--- src/rtl/dti_uart_pkg.sv ---
// Shared types and helpers for the dti_uart receive path.
// Latency: n/a (types and pure functions only).
// Backpressure: n/a.
package dti_uart_pkg;

    typedef enum logic [2:0] {
        IDLE   = 3'd0,
        START  = 3'd1,
        DATA   = 3'd2,
        PARITY = 3'd3,
        STOP   = 3'd4
    } rx_state_e;

    // Widest data word the parity helper accepts; callers zero-extend.
    localparam int PARITY_MAX_W = 16;

    // cfg_data_bit_num 00/01/10/11 -> 5/6/7/8 data bits
    function automatic logic [3:0] data_bits(input logic [1:0] sel);
        return 4'd5 + 4'(sel);
    endfunction

    // Expected parity bit: even parity makes the total XOR zero, odd inverts it.
    // Unused upper bits must be zero so they do not disturb the XOR.
    function automatic logic parity_calc(input logic [PARITY_MAX_W-1:0] dat, input logic odd);
        return (^dat) ^ odd;
    endfunction

endpackage

--- src/rtl/dti_sync_fifo.sv ---
// Show-ahead synchronous FIFO with occupancy output; head data is 0 while empty.
// Latency: a write into an empty FIFO is visible on rd_dat one clk later.
// Backpressure: wr_rdy drops when full unless a read fires in the same cycle.
module dti_sync_fifo #(
    parameter int WIDTH = 10,
    parameter int DEPTH = 16
) (
    input  logic                     clk,
    input  logic                     reset_n,
    input  logic                     wr_vld,
    input  logic [WIDTH-1:0]         wr_dat,
    output logic                     wr_rdy,
    output logic                     rd_vld,
    output logic [WIDTH-1:0]         rd_dat,
    input  logic                     rd_rdy,
    output logic [$clog2(DEPTH):0]   level
);
    localparam int AW = $clog2(DEPTH);

    logic [WIDTH-1:0] mem [DEPTH];
    logic [AW-1:0]    wr_ptr_q, rd_ptr_q;
    logic [AW:0]      level_q;
    logic             wr_fire, rd_fire, full;

    assign rd_vld  = (level_q != '0);
    assign full    = (level_q == (AW+1)'(DEPTH));
    assign rd_fire = rd_vld & rd_rdy;
    // A read in the same cycle frees the slot, so a full FIFO still accepts.
    assign wr_rdy  = ~full | rd_fire;
    assign wr_fire = wr_vld & wr_rdy;
    assign rd_dat  = rd_vld ? mem[rd_ptr_q] : '0;
    assign level   = level_q;

    // Storage array, no reset needed: contents are masked while empty.
    always_ff @(posedge clk) begin
        if (wr_fire) mem[wr_ptr_q] <= wr_dat;
    end

    // Pointer and occupancy tracking.
    always_ff @(posedge clk or negedge reset_n) begin
        if (!reset_n) begin
            wr_ptr_q <= '0;
            rd_ptr_q <= '0;
            level_q  <= '0;
        end else begin
            if (wr_fire) wr_ptr_q <= wr_ptr_q + AW'(1);
            if (rd_fire) rd_ptr_q <= rd_ptr_q + AW'(1);
            case ({wr_fire, rd_fire})
                2'b10:   level_q <= level_q + (AW+1)'(1);
                2'b01:   level_q <= level_q - (AW+1)'(1);
                default: level_q <= level_q;
            endcase
        end
    end

endmodule

--- src/rtl/uart_rx_fifo.sv ---
// UART receiver: oversampled majority-vote bit recovery, error/break detection, RX FIFO + RTS.
// Latency: entry pushed at mid of last stop bit; head visible 1 clk later.
// Backpressure: rts_n asks the sender to stop near full; words arriving when full are dropped (err_overrun).
module uart_rx_fifo
    import dti_uart_pkg::*;
#(
    parameter int DATA_WIDTH = 8,
    parameter int OVERSAMPLE = 16,
    parameter int FIFO_DEPTH = 16,
    parameter int RTS_MARGIN = 2
) (
    input  logic                          clk,
    input  logic                          reset_n,
    input  logic                          rx,
    input  logic                          clken,
    input  logic [1:0]                    cfg_data_bit_num,
    input  logic                          cfg_stop_bit_num,
    input  logic                          cfg_parity_en,
    input  logic                          cfg_parity_type,
    input  logic                          host_rd_en,
    input  logic                          err_clear,
    output logic [DATA_WIDTH-1:0]         rx_data,
    output logic                          rx_err_parity,
    output logic                          rx_err_frame,
    output logic                          rx_valid,
    output logic [$clog2(FIFO_DEPTH):0]   rx_level,
    output logic                          rts_n,
    output logic                          err_overrun,
    output logic                          stt_break
);
    localparam int SW  = $clog2(OVERSAMPLE);
    localparam int MID = OVERSAMPLE / 2;
    localparam int LW  = $clog2(FIFO_DEPTH) + 1;
    localparam int EW  = DATA_WIDTH + 2;

    rx_state_e             state_q, state_d;
    logic                  rx_meta, rxs, rxs_prev;
    logic [SW-1:0]         sample_q;
    logic [2:0]            bit_cnt_q;
    logic                  v0_q, v1_q, par_vote_q;
    logic [DATA_WIDTH-1:0] shift_q;
    logic                  perr_q, ferr_q, brk_q;
    logic [1:0]            sh_dbits;
    logic                  sh_stop2, sh_par_en, sh_par_type;
    logic                  fall, at_mid_m1, at_mid, at_vote, at_end, vote;
    logic                  last_data, last_stop, brk_now, start_frame;
    logic [3:0]            nbits;
    logic                  push, push_brk, stop_ferr;
    logic                  fifo_wr_rdy, pop;
    logic [EW-1:0]         head_dat;

    assign fall        = clken & rxs_prev & ~rxs;
    assign at_mid_m1   = clken & (sample_q == SW'(MID - 1));
    assign at_mid      = clken & (sample_q == SW'(MID));
    assign at_vote     = clken & (sample_q == SW'(MID + 1));
    assign at_end      = clken & (sample_q == SW'(OVERSAMPLE - 1));
    assign vote        = (v0_q & v1_q) | (v0_q & rxs) | (v1_q & rxs);
    assign nbits       = data_bits(sh_dbits);
    assign last_data   = ({1'b0, bit_cnt_q} == (nbits - 4'd1));
    assign last_stop   = (bit_cnt_q == {2'b00, sh_stop2});
    assign start_frame = (state_q == IDLE) & fall;
    // Break: all-zero data, zero parity bit (if present), and a zero first stop bit.
    assign brk_now     = (shift_q == '0) & (~sh_par_en | ~par_vote_q) & ~vote;

    // Two-flop synchroniser; edge history advances on oversample ticks only.
    // Line is assumed idle (high) out of reset.
    always_ff @(posedge clk or negedge reset_n) begin
        if (!reset_n) begin
            rx_meta  <= 1'b1;
            rxs      <= 1'b1;
            rxs_prev <= 1'b1;
        end else begin
            rx_meta <= rx;
            rxs     <= rx_meta;
            if (clken) rxs_prev <= rxs;
        end
    end

    // FSM state register.
    always_ff @(posedge clk or negedge reset_n) begin
        if (!reset_n) state_q <= IDLE;
        else          state_q <= state_d;
    end

    // FSM next-state: all moves happen on clken-qualified sample points.
    always_comb begin
        state_d = state_q;
        case (state_q)
            IDLE:    if (fall) state_d = START;
            START:   if (at_vote && vote) state_d = IDLE;
                     else if (at_end)     state_d = DATA;
            DATA:    if (at_end && last_data) state_d = sh_par_en ? PARITY : STOP;
            PARITY:  if (at_end) state_d = STOP;
            STOP:    if (at_vote && last_stop) state_d = IDLE;
            default: state_d = IDLE;
        endcase
    end

    // FSM outputs: push happens half way through the last stop bit to leave resync margin.
    always_comb begin
        push      = 1'b0;
        push_brk  = 1'b0;
        stop_ferr = ferr_q;
        if (state_q == STOP && at_vote) begin
            stop_ferr = ferr_q | ~vote;
            if (last_stop) begin
                push     = 1'b1;
                push_brk = brk_q | ((bit_cnt_q == 3'd0) & brk_now);
            end
        end
    end

    // Sample/bit counters, vote samples, shift register, per-frame errors and cfg shadow.
    always_ff @(posedge clk or negedge reset_n) begin
        if (!reset_n) begin
            sample_q    <= '0;
            bit_cnt_q   <= '0;
            v0_q        <= 1'b1;
            v1_q        <= 1'b1;
            par_vote_q  <= 1'b0;
            shift_q     <= '0;
            perr_q      <= 1'b0;
            ferr_q      <= 1'b0;
            brk_q       <= 1'b0;
            sh_dbits    <= 2'b11;
            sh_stop2    <= 1'b0;
            sh_par_en   <= 1'b0;
            sh_par_type <= 1'b0;
        end else begin
            if (clken) begin
                if (state_q == IDLE || state_d == IDLE)      sample_q <= '0;
                else if (sample_q == SW'(OVERSAMPLE - 1))    sample_q <= '0;
                else                                         sample_q <= sample_q + SW'(1);
            end
            if (at_mid_m1) v0_q <= rxs;
            if (at_mid)    v1_q <= rxs;

            if (state_q == IDLE) begin
                bit_cnt_q <= '0;
            end else if (at_end) begin
                if ((state_q == DATA && !last_data) || state_q == STOP) bit_cnt_q <= bit_cnt_q + 3'd1;
                else                                                    bit_cnt_q <= '0;
            end

            if (start_frame) begin
                shift_q     <= '0;
                perr_q      <= 1'b0;
                ferr_q      <= 1'b0;
                brk_q       <= 1'b0;
                sh_dbits    <= cfg_data_bit_num;
                sh_stop2    <= cfg_stop_bit_num;
                sh_par_en   <= cfg_parity_en;
                sh_par_type <= cfg_parity_type;
            end
            if (state_q == DATA && at_vote) shift_q[bit_cnt_q] <= vote;
            if (state_q == PARITY && at_vote) begin
                par_vote_q <= vote;
                perr_q     <= vote ^ parity_calc(PARITY_MAX_W'(shift_q), sh_par_type);
            end
            if (state_q == STOP && at_vote) begin
                ferr_q <= stop_ferr;
                if (bit_cnt_q == 3'd0) brk_q <= brk_now;
            end
        end
    end

    assign pop = host_rd_en & rx_valid;

    dti_sync_fifo #(
        .WIDTH (EW),
        .DEPTH (FIFO_DEPTH)
    ) u_fifo (
        .clk     (clk),
        .reset_n (reset_n),
        .wr_vld  (push),
        .wr_dat  ({stop_ferr, perr_q, shift_q}),
        .wr_rdy  (fifo_wr_rdy),
        .rd_vld  (rx_valid),
        .rd_dat  (head_dat),
        .rd_rdy  (host_rd_en),
        .level   (rx_level)
    );

    assign {rx_err_frame, rx_err_parity, rx_data} = head_dat;

    // Sticky flags (a new event beats a simultaneous clear) and registered RTS.
    always_ff @(posedge clk or negedge reset_n) begin
        if (!reset_n) begin
            err_overrun <= 1'b0;
            stt_break   <= 1'b0;
            rts_n       <= 1'b0;
        end else begin
            err_overrun <= (push & ~fifo_wr_rdy) | (err_overrun & ~err_clear);
            stt_break   <= (push & push_brk)     | (stt_break & ~err_clear);
            rts_n       <= ((LW'(FIFO_DEPTH) - rx_level) <= LW'(RTS_MARGIN));
        end
    end

endmodule
--- config.mk ---
export PLATFORM = sky130hd
export DESIGN_NAME = uart_rx_fifo
export DESIGN_NICKNAME = d
export VERILOG_FILES = /design/src/rtl/dti_uart_pkg.sv /design/src/rtl/dti_sync_fifo.sv /design/src/rtl/uart_rx_fifo.sv
export SDC_FILE = /design/constraint.sdc
export NUM_CORES = 1
export LEC_CHECK = 0
export ABC_AREA = 1
export BUFFER_PORTS_ARGS = -buffer_cell sky130_fd_sc_hd__buf_4
export CORE_ASPECT_RATIO = 0.5
export CORE_MARGIN = 10
export CORE_UTILIZATION = 60
export CTS_CLUSTER_DIAMETER = 80
export CTS_CLUSTER_SIZE = 40
export DETAILED_ROUTE_END_ITERATION = 16
export GPL_TIMING_DRIVEN = 0
export PLACE_DENSITY = 0.77
export SLEW_MARGIN = 25
export SYNTH_ARGS = -nofsm -noshare
export SYNTH_HDL_FRONTEND = slang
export SYNTH_HIERARCHICAL = 1
export SYNTH_SLANG_ARGS = --single-unit
--- constraint.sdc ---
create_clock -name clk -period 5.93 [get_ports clk]
set_input_delay 0.593 -clock clk [delete_from_list [all_inputs] [get_ports clk]]
set_output_delay 0.593 -clock clk [all_outputs]
set_load 0.005 [all_outputs]
### After elaboration in Yosys (flattened, before gate mapping)

Memory sizes are Yosys's and may differ from the RTL's.
Index checks and enable logic that the tools add are counted.

* bitwise logic cells: 36
* add/sub/neg operators: 9
* reductions and logical operators: 21
* order comparisons: 3
* mux-type cells: 33
* eq/ne operators: 13

Operator list (number)
* 3-bit two-way mux: 10
* 1-bit bitwise AND: 19
* 8-bit two-way mux: 2
* 16-bit XOR reduction: 1
* 3-bit case mux with 5 select lines: 1
* 1-bit two-way mux: 14
* 4-bit by 1-bit adder with 4-bit output (second input constant): 3
* 4-bit equality test (second input constant): 3
* 10-bit two-way mux: 1
* 5-bit case mux with 2 select lines: 1
* 3-bit zero test: 3
* 8-bit bitwise mux: 1
* 1-bit logical AND: 8
* 8-bit zero test: 1
* 4-bit two-way mux: 2
* 1-bit OR: 8
* 2-bit nonzero test: 4
* 1-bit inverter: 7
* 3-bit by 2-bit equality test with 1-bit output (second input constant): 2
* 5-bit by 1-bit adder with 5-bit output (second input constant): 1
* 5-bit equality test (second input constant): 1
* 5-bit by 2-bit less-or-equal comparator with 1-bit output (second input constant): 1
* 5-bit nonzero test: 1
* 5-bit by 1-bit subtractor with 5-bit output (second input constant): 1
* other kinds (17): 19

* bits of input ports: 11
* memories kept: 1
* flip-flop bits (word level): 48
* bits in writable memories: 160
* logic and storage cells: 139
* output and inout port bits: 19

Memories
* u_fifo.mem: words 16, width 10, rd ports 1, clocked after memory_dff 0, wr ports 1, line dti_sync_fifo.sv:20 `logic [WIDTH-1:0] mem [DEPTH];`

### Logic depth before layout (Yosys ltp)

Gate-level depths: netlist of the first run.

* depth in word-level cells: 11
* gate-level depth with buffers: 19
* gate-level depth less buffers: 19

### Cells and area by module

Netlist of the first run, hierarchy kept.

Modules (own cells, without submodules)
* dti_sync_fifo: cells each 651, seq. area each 5129.9 um2, instances 1, area each 7359.6 um2
* uart_rx_fifo: cells each 249, seq. area each 884.6 um2, instances 1, area each 2029.4 um2

### Least setup slack after synthesis of the first run

Ideal clock, no wire load.

* path type: input to register
* start: in clken
* end: reg u_fifo.level_q[4], in the netlist u_fifo/level[4]
* data required time: 5.817 ns
* library setup time: 0.113 ns
* arrival time: 2.670 ns
* setup slack: 3.148 ns
* cell stages on the path: 17
* path buffers: 1
* cells stage by stage: buf_4 -> nand2_2 -> nor2_4 -> inv_2 -> nor2_1 -> inv_1 -> nor2_1 -> inv_1 -> nand2_1 -> inv_1 -> fa_1 -> nand3_1 -> nand3_1 -> nand2_1 -> nand3_1 -> nand2_1 -> inv_1

* longest elaborated chain between the ends: 6
* elaborated cells between the ends (all ways): 8
* those cells by class: eq/ne: 2; mux: 2; bitwise: 2; reduce/logical: 2

RTL lines
* start, declared: line uart_rx_fifo.sv:15 `input logic clken,`
* 1-bit bitwise AND (*): line uart_rx_fifo.sv:55 `assign at_vote = clken & (sample_q == SW'(MID + 1));`
* 1-bit logical AND (*): line uart_rx_fifo.sv:104 `if (state_q == STOP && at_vote) begin`
* 1-bit two-way mux (*): line uart_rx_fifo.sv:104
* via push: line uart_rx_fifo.sv:48 `logic push, push_brk, stop_ferr;`
* 1-bit bitwise AND (*): line dti_sync_fifo.sv:30 `assign wr_fire = wr_vld & wr_rdy;`
* 2-bit by 1-bit equality test with 1-bit output or 2-bit equality test (tied branches): line dti_sync_fifo.sv:48 `case ({wr_fire, rd_fire})`
* 5-bit case mux with 2 select lines or 2-bit nonzero test (tied branches)
* end signal, assigned: line dti_sync_fifo.sv:49 `2'b10: level_q <= level_q + (AW+1)'(1);`
* end signal, assigned: line dti_sync_fifo.sv:50 `2'b01: level_q <= level_q - (AW+1)'(1);`
* end signal, assigned: line dti_sync_fifo.sv:51 `default: level_q <= level_q;`
* end, declared: line dti_sync_fifo.sv:22 `logic [AW:0] level_q;`

The timed path passes the listed nets; every way through them passes the cells marked *.
A chain may end at the register's enable or synchronous reset.

### Worst setup path in the final report of the first run

* start: reg sample_q[1]
* end: mem u_fifo.mem[13][0], enable pin

* longest elaborated chain between the ends: 7

RTL lines
* start, declared: line uart_rx_fifo.sv:38 `logic [SW-1:0] sample_q;`
* start signal, assigned: line uart_rx_fifo.sv:133 `else sample_q <= sample_q + SW'(1);`
* 4-bit equality test: line uart_rx_fifo.sv:55
* 1-bit bitwise AND: line uart_rx_fifo.sv:55
* 1-bit logical AND: line uart_rx_fifo.sv:104
* 1-bit two-way mux: line uart_rx_fifo.sv:104
* via push: line uart_rx_fifo.sv:48
* 1-bit bitwise AND: line dti_sync_fifo.sv:30
* 1-bit two-way mux: line dti_sync_fifo.sv:36 `if (wr_fire) mem[wr_ptr_q] <= wr_dat;`
* 1-bit two-way mux (not written as such): line dti_sync_fifo.sv:36
* end, declared: line dti_sync_fifo.sv:20

The timed path passes the listed nets, and every way through them passes these cells.

==> results of run 1 <==
## area by class of cell
class | count | area share, %
inverter | 57 | 2.12
sequential | 208 | 59.3
clock inverter | 2 | 0.382
multi-input combinational | 597 | 29.3
tap | 204 | 2.52
timing repair buffer | 28 | 2.07
buffer | 38 | 2.01
clock buffer | 11 | 2.29
## per-stage QoR
step	utilization, %	instance area [um^2]
final	66.0	10100
after global routing	66.0	10100
after CTS	65.9	10100
after detailed placement	64.1	9850
after global placement	64.1	9850
after floorplan	-	9390
## cells by family (layout without fill, tap and decap cells)
family,count (synthesis),count (layout)
AO/OA/AOI/OAI,54,54
AND/OR/NAND/NOR,508,508
XOR/XNOR,15,15
adder cells (fa/ha/maj),20,20
buffers and inverters,95,136
flip-flops,208,208
## sequential cells by signal, summed over array words and instances, names as in the netlist, 2 cells and up
signal	cells
bit_cnt_q	3
u_fifo/mem	160
sample_q	4
u_fifo/level	5
state_q	3
u_fifo/wr_ptr_q	4
shift_q	8
sh_dbits	2
u_fifo/rd_ptr_q	4
## routing by layer
metal	vias to the layer above	share of wire (%)	routed length, um
met5	-	0	0
met2	296	46	9790
li1	3115	-	-
met4	0	2.3	491
met3	40	9.5	2020
met1	3149	42	8920
## worst max-delay path, stage by stage (launching register included)
cell and delay (ns):
dfrtp_1 0.42, inv_1 0.11, ha_1 0.17, nand2_2 0.06, nor2_4 0.17, inv_2 0.06
nor2_1 0.15, inv_1 0.10, nor2_1 0.45, nand2_4 0.11, buf_4 0.20, nor2_1 0.85
## power by group through the flow
stage	Combinational, W	Sequential, W	Clock [W]
2_1_floorplan	0.00111	0.00177	0
3_3_place_gp	0.00162	0.00181	0
3_5_place_dp	0.00168	0.00182	0
4_1_cts	0.00169	0.00178	0.000737
5_1_grt	0.00190	0.00180	0.000787
6_report	0.00171	0.00178	0.000726
## worst min-delay path by stage
stage	to	slack, ns	startpoint
floorplan	bit_cnt_q[0]	0.30	reset_n
global placement	rxs	0.35	rx_meta
detailed placement	rxs	0.35	rx_meta
CTS	sample_q[2]	0.15	reset_n
global route	state_q[1]	0.16	reset_n
finish	u_fifo/level[2]	0.14	reset_n
## placed cells by master, fill, tap and decap left out, types with 8 or more instances in the layout
| cell type | count |
|---|---|
| a21oi_1 | 19 |
| clkbuf_1 | 12 |
| nand3_1 | 154 |
| clkbuf_16 | 9 |
| inv_1 | 48 |
| dfrtp_1 | 41 |
| buf_4 | 34 |
| ha_1 | 19 |
| nor2_1 | 28 |
| buf_2 | 19 |
| o21ai_0 | 19 |
| nor2_2 | 12 |
| edfxtp_1 | 160 |
| nand2_1 | 286 |
| xor2_1 | 8 |
==> flow_metrics.tcl, run 1 <==
set metrics [dict create \
    status "completed" \
    ys_ff_latch 208 \
    rsz0062_at_grt "false" \
    synth_cell_types 40 \
    cts_buffers 9 \
    yosysWarningCount 6 \
    place_inst 1132 \
    drcViolationCount 0 \
    power_frac_clock_pct 17.2 \
    ir_drop_uv 242 \
    slew_viol_final 0 \
    core_um2 15400 \
    cp_max_fo 10 \
    whs_ns 0.137 \
    grt_usage_pct 19.8 \
    wl_per_cell_um 18.5 \
    viasPerCell 5.76 \
    vias 6600 \
    met3_usage_pct 3.81 \
    synth.yosys.seq_area_share_pct 64.1 \
    synth_compound_area_share_pct 3.34 \
    syn_inst 900 \
    layout-drive-gt1-share_pct 12.6 \
    die-width_um 197 \
    swShare_pct 39.4 \
    dieArea_um2 21400 \
    dr.pass1.iters 6 \
    clock-sinks 208 \
    fin_crit_sh_pct 54.0 \
    h-tree-depth 1 \
    yosys-top-cells-area "edfxtp_1 51%, nand2_1 11%, dfrtp_1 11%, nand3_1 8.2%, ha_1 2.5%" \
    io_buffers 28 \
    synth_ff_type "edfxtp_1" \
    multi_input_area_um2 2980 \
    max_slew_margin_pct 24.9 \
    met2_usage_pct 32.5 \
    fillers 1173 \
    hold_path_class "in2async" \
    dpl.hpwl_um 14200 \
    fin_nets 970 \
    cp-endpoint "u_fifo/mem[13][0]" \
    synth-edff-count 160 \
    cts_resized 0 \
    p_total_w 0.00422 \
    finalWorstSetupSlack_ns 2.73 \
    busiest_layer "met2" \
    die_h_um 108 \
    worstMarginPinSlew_ns 1.12 \
    worstSetupEndpointType "flop" \
    cp-start-kind "flop" \
    synthTopCellsByCount "286 x nand2_1, 160 x edfxtp_1, 154 x nand3_1, 48 x inv_1, 41 x dfrtp_1" \
    crit_start "sample_q[1]" \
    clkLatencyLatePin_ns 0.47 \
    synth_xor_area_share_pct 1.40 \
    syn-num-nets 931 \
    ctsRootBufferMaster "clkbuf_16" \
    cp.arrival_ns 3.30 \
    wl_um 21200 \
    post-synth-top-area-cell "edfxtp_1" \
    synth.area.mux_share_pct 0 \
    fin_crit_ns 3.20 \
    power_frac_seq_pct 42.3 \
    p_leak_nw 3.92 \
    setup_viol 0 \
    skew_ns 0.0214 \
    post_synth_instance_area_um2 9390 \
    synthArstFlopShare_pct 23.1 \
    antenna_found_initial 0 \
    synth_adder_area_share_pct 2.75 \
    final-hold-violation-count 0 \
    path_clk_slew_ns 0.13 \
    grt_max_degree 49 \
    crit_type "reg2reg" \
    r2r_setup_slack_ns 2.73 \
    syn2layout_area_growth_pct 8.06 \
    grt.overflow.total 0 \
    cp.required_ns 6.02 \
    ctsLongestPathBuffers 3 \
    share_comb_of_total_power_pct 40.5 \
    finalWeightedCongestion 0.917 \
    fmax_mhz 312 \
    synth_most_common_cell "nand2_1" \
    grt_pass1_vias 6307 \
    n_antenna_cell 0 \
    synth_top_cell_area_share_pct 51.2 \
    cts_hold_buf 0 \
    max_cap_viol_count 0 \
    area.sequential_um2 6010 \
    internal_power_w 0.00256 \
    synthSimpleGateAreaFrac_pct 24.0 \
    postSynthAreaPerCell_um2 10.4 \
    r2r_start "sample_q[1]" \
    io-pin-count 30 \
    dpl_worst_slack_ns 2.57 \
    p_sw_w 0.00166 \
    use_met1_pct 26.8 \
    grt_pass1_wl_um 33400 \
    fin_setup_tns_ns 0 \
    stdcell_count 1145 \
    cts_setup_buffers 0 \
    r2r_cells 11 \
    powerDensity_nw_per_um2 416 \
    start_util_pct 61.1 \
    rr_endpoint "u_fifo/mem[13][0]" \
    drt_iter0_markers 768 \
    ant_nets 0 \
    rows 32 \
    cts_tree "yes" \
    synth_top_family_by_area "simple AND/OR/NAND/NOR gates" \
]
Power figures use the tool's default switching activity.
==> run 2: changes to the inputs <==
--- a/config.mk
+++ b/config.mk
@@ -9,12 +9,12 @@
 export BUFFER_PORTS_ARGS = -buffer_cell sky130_fd_sc_hd__buf_4
 export CORE_ASPECT_RATIO = 0.5
 export CORE_MARGIN = 10
-export CORE_UTILIZATION = 60
+export CORE_UTILIZATION = 56
 export CTS_CLUSTER_DIAMETER = 80
 export CTS_CLUSTER_SIZE = 40
 export DETAILED_ROUTE_END_ITERATION = 16
 export GPL_TIMING_DRIVEN = 0
-export PLACE_DENSITY = 0.77
+export PLACE_DENSITY = 0.76
 export SLEW_MARGIN = 25
 export SYNTH_ARGS = -nofsm -noshare
 export SYNTH_HDL_FRONTEND = slang
==> constraint.sdc (replaced) <==
create_clock -name clk -period 2.9 [get_ports clk]
set_input_delay 0.29 -clock clk [delete_from_list [all_inputs] [get_ports clk]]
set_output_delay 0.29 -clock clk [all_outputs]
set_load 0.005 [all_outputs]
==> run 2 against run 1 <==
  * Via count up 1.4%
  * Largest cell class unchanged
  * Non-clock buffer count up 7
  * Highest routed layer unchanged
  * Maximum frequency up 17%
  * Combinational power up 100%
  * Sequential share of layout area down 0.77 points
==> flow_metrics.tcl, run 2 (synthesis gave the netlist of run 1 again) <==
set metrics [dict create \
    ctsLongestPathBuffers 3 \
    max_slew_margin_pct 42.4 \
    ir_drop_uv 578 \
    r2r_setup_slack_ns 0.17 \
    worstMarginPinSlew_ns 0.865 \
    largest_register_ffs 160 \
    highest_layer "met4" \
    io-pin-count 30 \
    final_cell_mix "286 x nand2_1, 160 x edfxtp_1, 154 x nand3_1, 48 x inv_1, 41 x dfrtp_1" \
    crit_type "reg2reg" \
    clkLatencyLatePin_ns 0.48 \
    cts_buffers 9 \
    path_clk_slew_ns 0.14 \
    cp-start-kind "flop" \
    viasPerCell 5.69 \
    cp.arrival_ns 2.85 \
    cp_max_fo 10 \
    top_register "u_fifo/mem" \
    grt_pass1_wl_um 34300 \
    cts_tree "yes" \
    fin_crit_sh_pct 94.1 \
    fin_nets 977 \
    h-tree-depth 1 \
    drcViolationCount 0 \
    worstSetupEndpointType "flop" \
    vias 6690 \
    start_util_pct 57.3 \
    cp_slowest_cell "nor2_2" \
    hold_path_class "in2reg" \
    final_common_cell "nand2_1" \
    dieArea_um2 22700 \
    skew_ns 0.0491 \
    layout-drive-gt1-share_pct 14.0 \
    dr.pass1.iters 5 \
    status "completed" \
    clock-sinks 208 \
    grt_pass1_vias 6286 \
    fmax_mhz 366 \
    core_um2 16400 \
    setup_viol 0 \
    max_cap_viol_count 0 \
    io_buffers 28 \
    antenna_found_initial 0 \
    cp.required_ns 3.02 \
    whs_ns 0.00633 \
    die_h_um 112 \
    drt_iter0_markers 726 \
    powerDensity_nw_per_um2 842 \
    rsz0062_at_grt "true" \
    ctsRootBufferMaster "clkbuf_16" \
    wl_per_cell_um 18.7 \
    max_stage_delay_ns 0.57 \
    die-width_um 203 \
    grt_usage_pct 18.9 \
    routed-wl-met3_um 1680 \
    postLayoutCoreUtil_pct 62.7 \
    grt.overflow.total 0 \
    slew_viol_final 0 \
    final-hold-violation-count 0 \
    wl_um 22000 \
    grt_max_degree 49 \
    dpl.hpwl_um 14400 \
    wl_met1_um 9200 \
    fin_crit_ns 2.73 \
    syn2layout_area_growth_pct 9.49 \
    ant_nets 0 \
    wl_met2_um 10600 \
    crit_chain "inv_1, ha_1, nand2_2, nor2_4, inv_2, nor2_1, inv_1, nor2_4, buf_4, nand2_4, buf_4, nor2_2" \
    n_antenna_cell 0 \
    rows 33 \
    finalWeightedCongestion 0.866 \
    p_leak_nw 3.95 \
]
-- run 2: final timing paths --
check                           depth (start not counted)        startpoint                  to
max in group asynchronous                               2           reset_n     u_fifo/level[1]
worst max-delay path                                   12       sample_q[1]    u_fifo/mem[9][9]
worst max register to register                         12       sample_q[1]    u_fifo/mem[9][9]
worst min register to register                          0           rx_meta                 rxs
worst min-delay path                                    3  cfg_stop_bit_num            sh_stop2
min in group asynchronous                               2           reset_n  u_fifo/rd_ptr_q[2]
-- run 2: layer usage --
| layer | up-vias | global-route usage [%] |
|---|---|---|
| li1 | 3130 | - |
| met1 | 3229 | 25.4 |
| met2 | 294 | 31.5 |
| met3 | 37 | 2.95 |
| met4 | 0 | 4.99 |
| met5 | - | 0 |
-- run 2: per-stage QoR --
step           power (W)  cells  setup TNS (ns)  area [um^2]  worst slack, ns
3_3_place_gp     0.00704   1155          -23.22         9880           -0.243
4_1_cts          0.00865   1172         -0.0761        10200         -0.00971
6_report         0.00866   1175               0        10300            0.170
2_1_floorplan    0.00590    900               0         9390            0.265
5_1_grt          0.00920   1175          -0.109        10300          -0.0915
3_5_place_dp     0.00713   1155          -25.54         9890           -0.344
-- run 2: area by class of cell --
class	count	area, um^2
Sequential cell	208	6010
Tap cell	227	284
Clock inverter	2	47.5
Inverter	57	215
Fill cell	1291	6110
Multi-Input combinational cell	597	3010
Timing Repair Buffer	35	273
Buffer	38	204
Clock buffer	11	233
-- run 2: repair_timing --
item | 4_1_cts | 5_1_grt
endpoints found under the setup margin | 132 | 62
pin swaps | 0 | 1
hold endpoints to repair | 44 | 0
buffers inserted | 0 | 3
hold buffers | 4 | 0
resized for setup | 7 | 8
-- run 2: power by group --
part           internal (W)  leakage, nW  switching [W]
registers           0.00338         1.82       0.000265
logic               0.00125         2.00        0.00222
clock network      0.000643        0.137       0.000890
-- run 2: worst max-delay path: cells and delay by family (launching register included) --
family | cells | cell delay, ns
fa+ha+maj | 1 | 0.16
flops | 1 | 0.42
buf+inv | 5 | 0.61
simple gates | 6 | 1.16
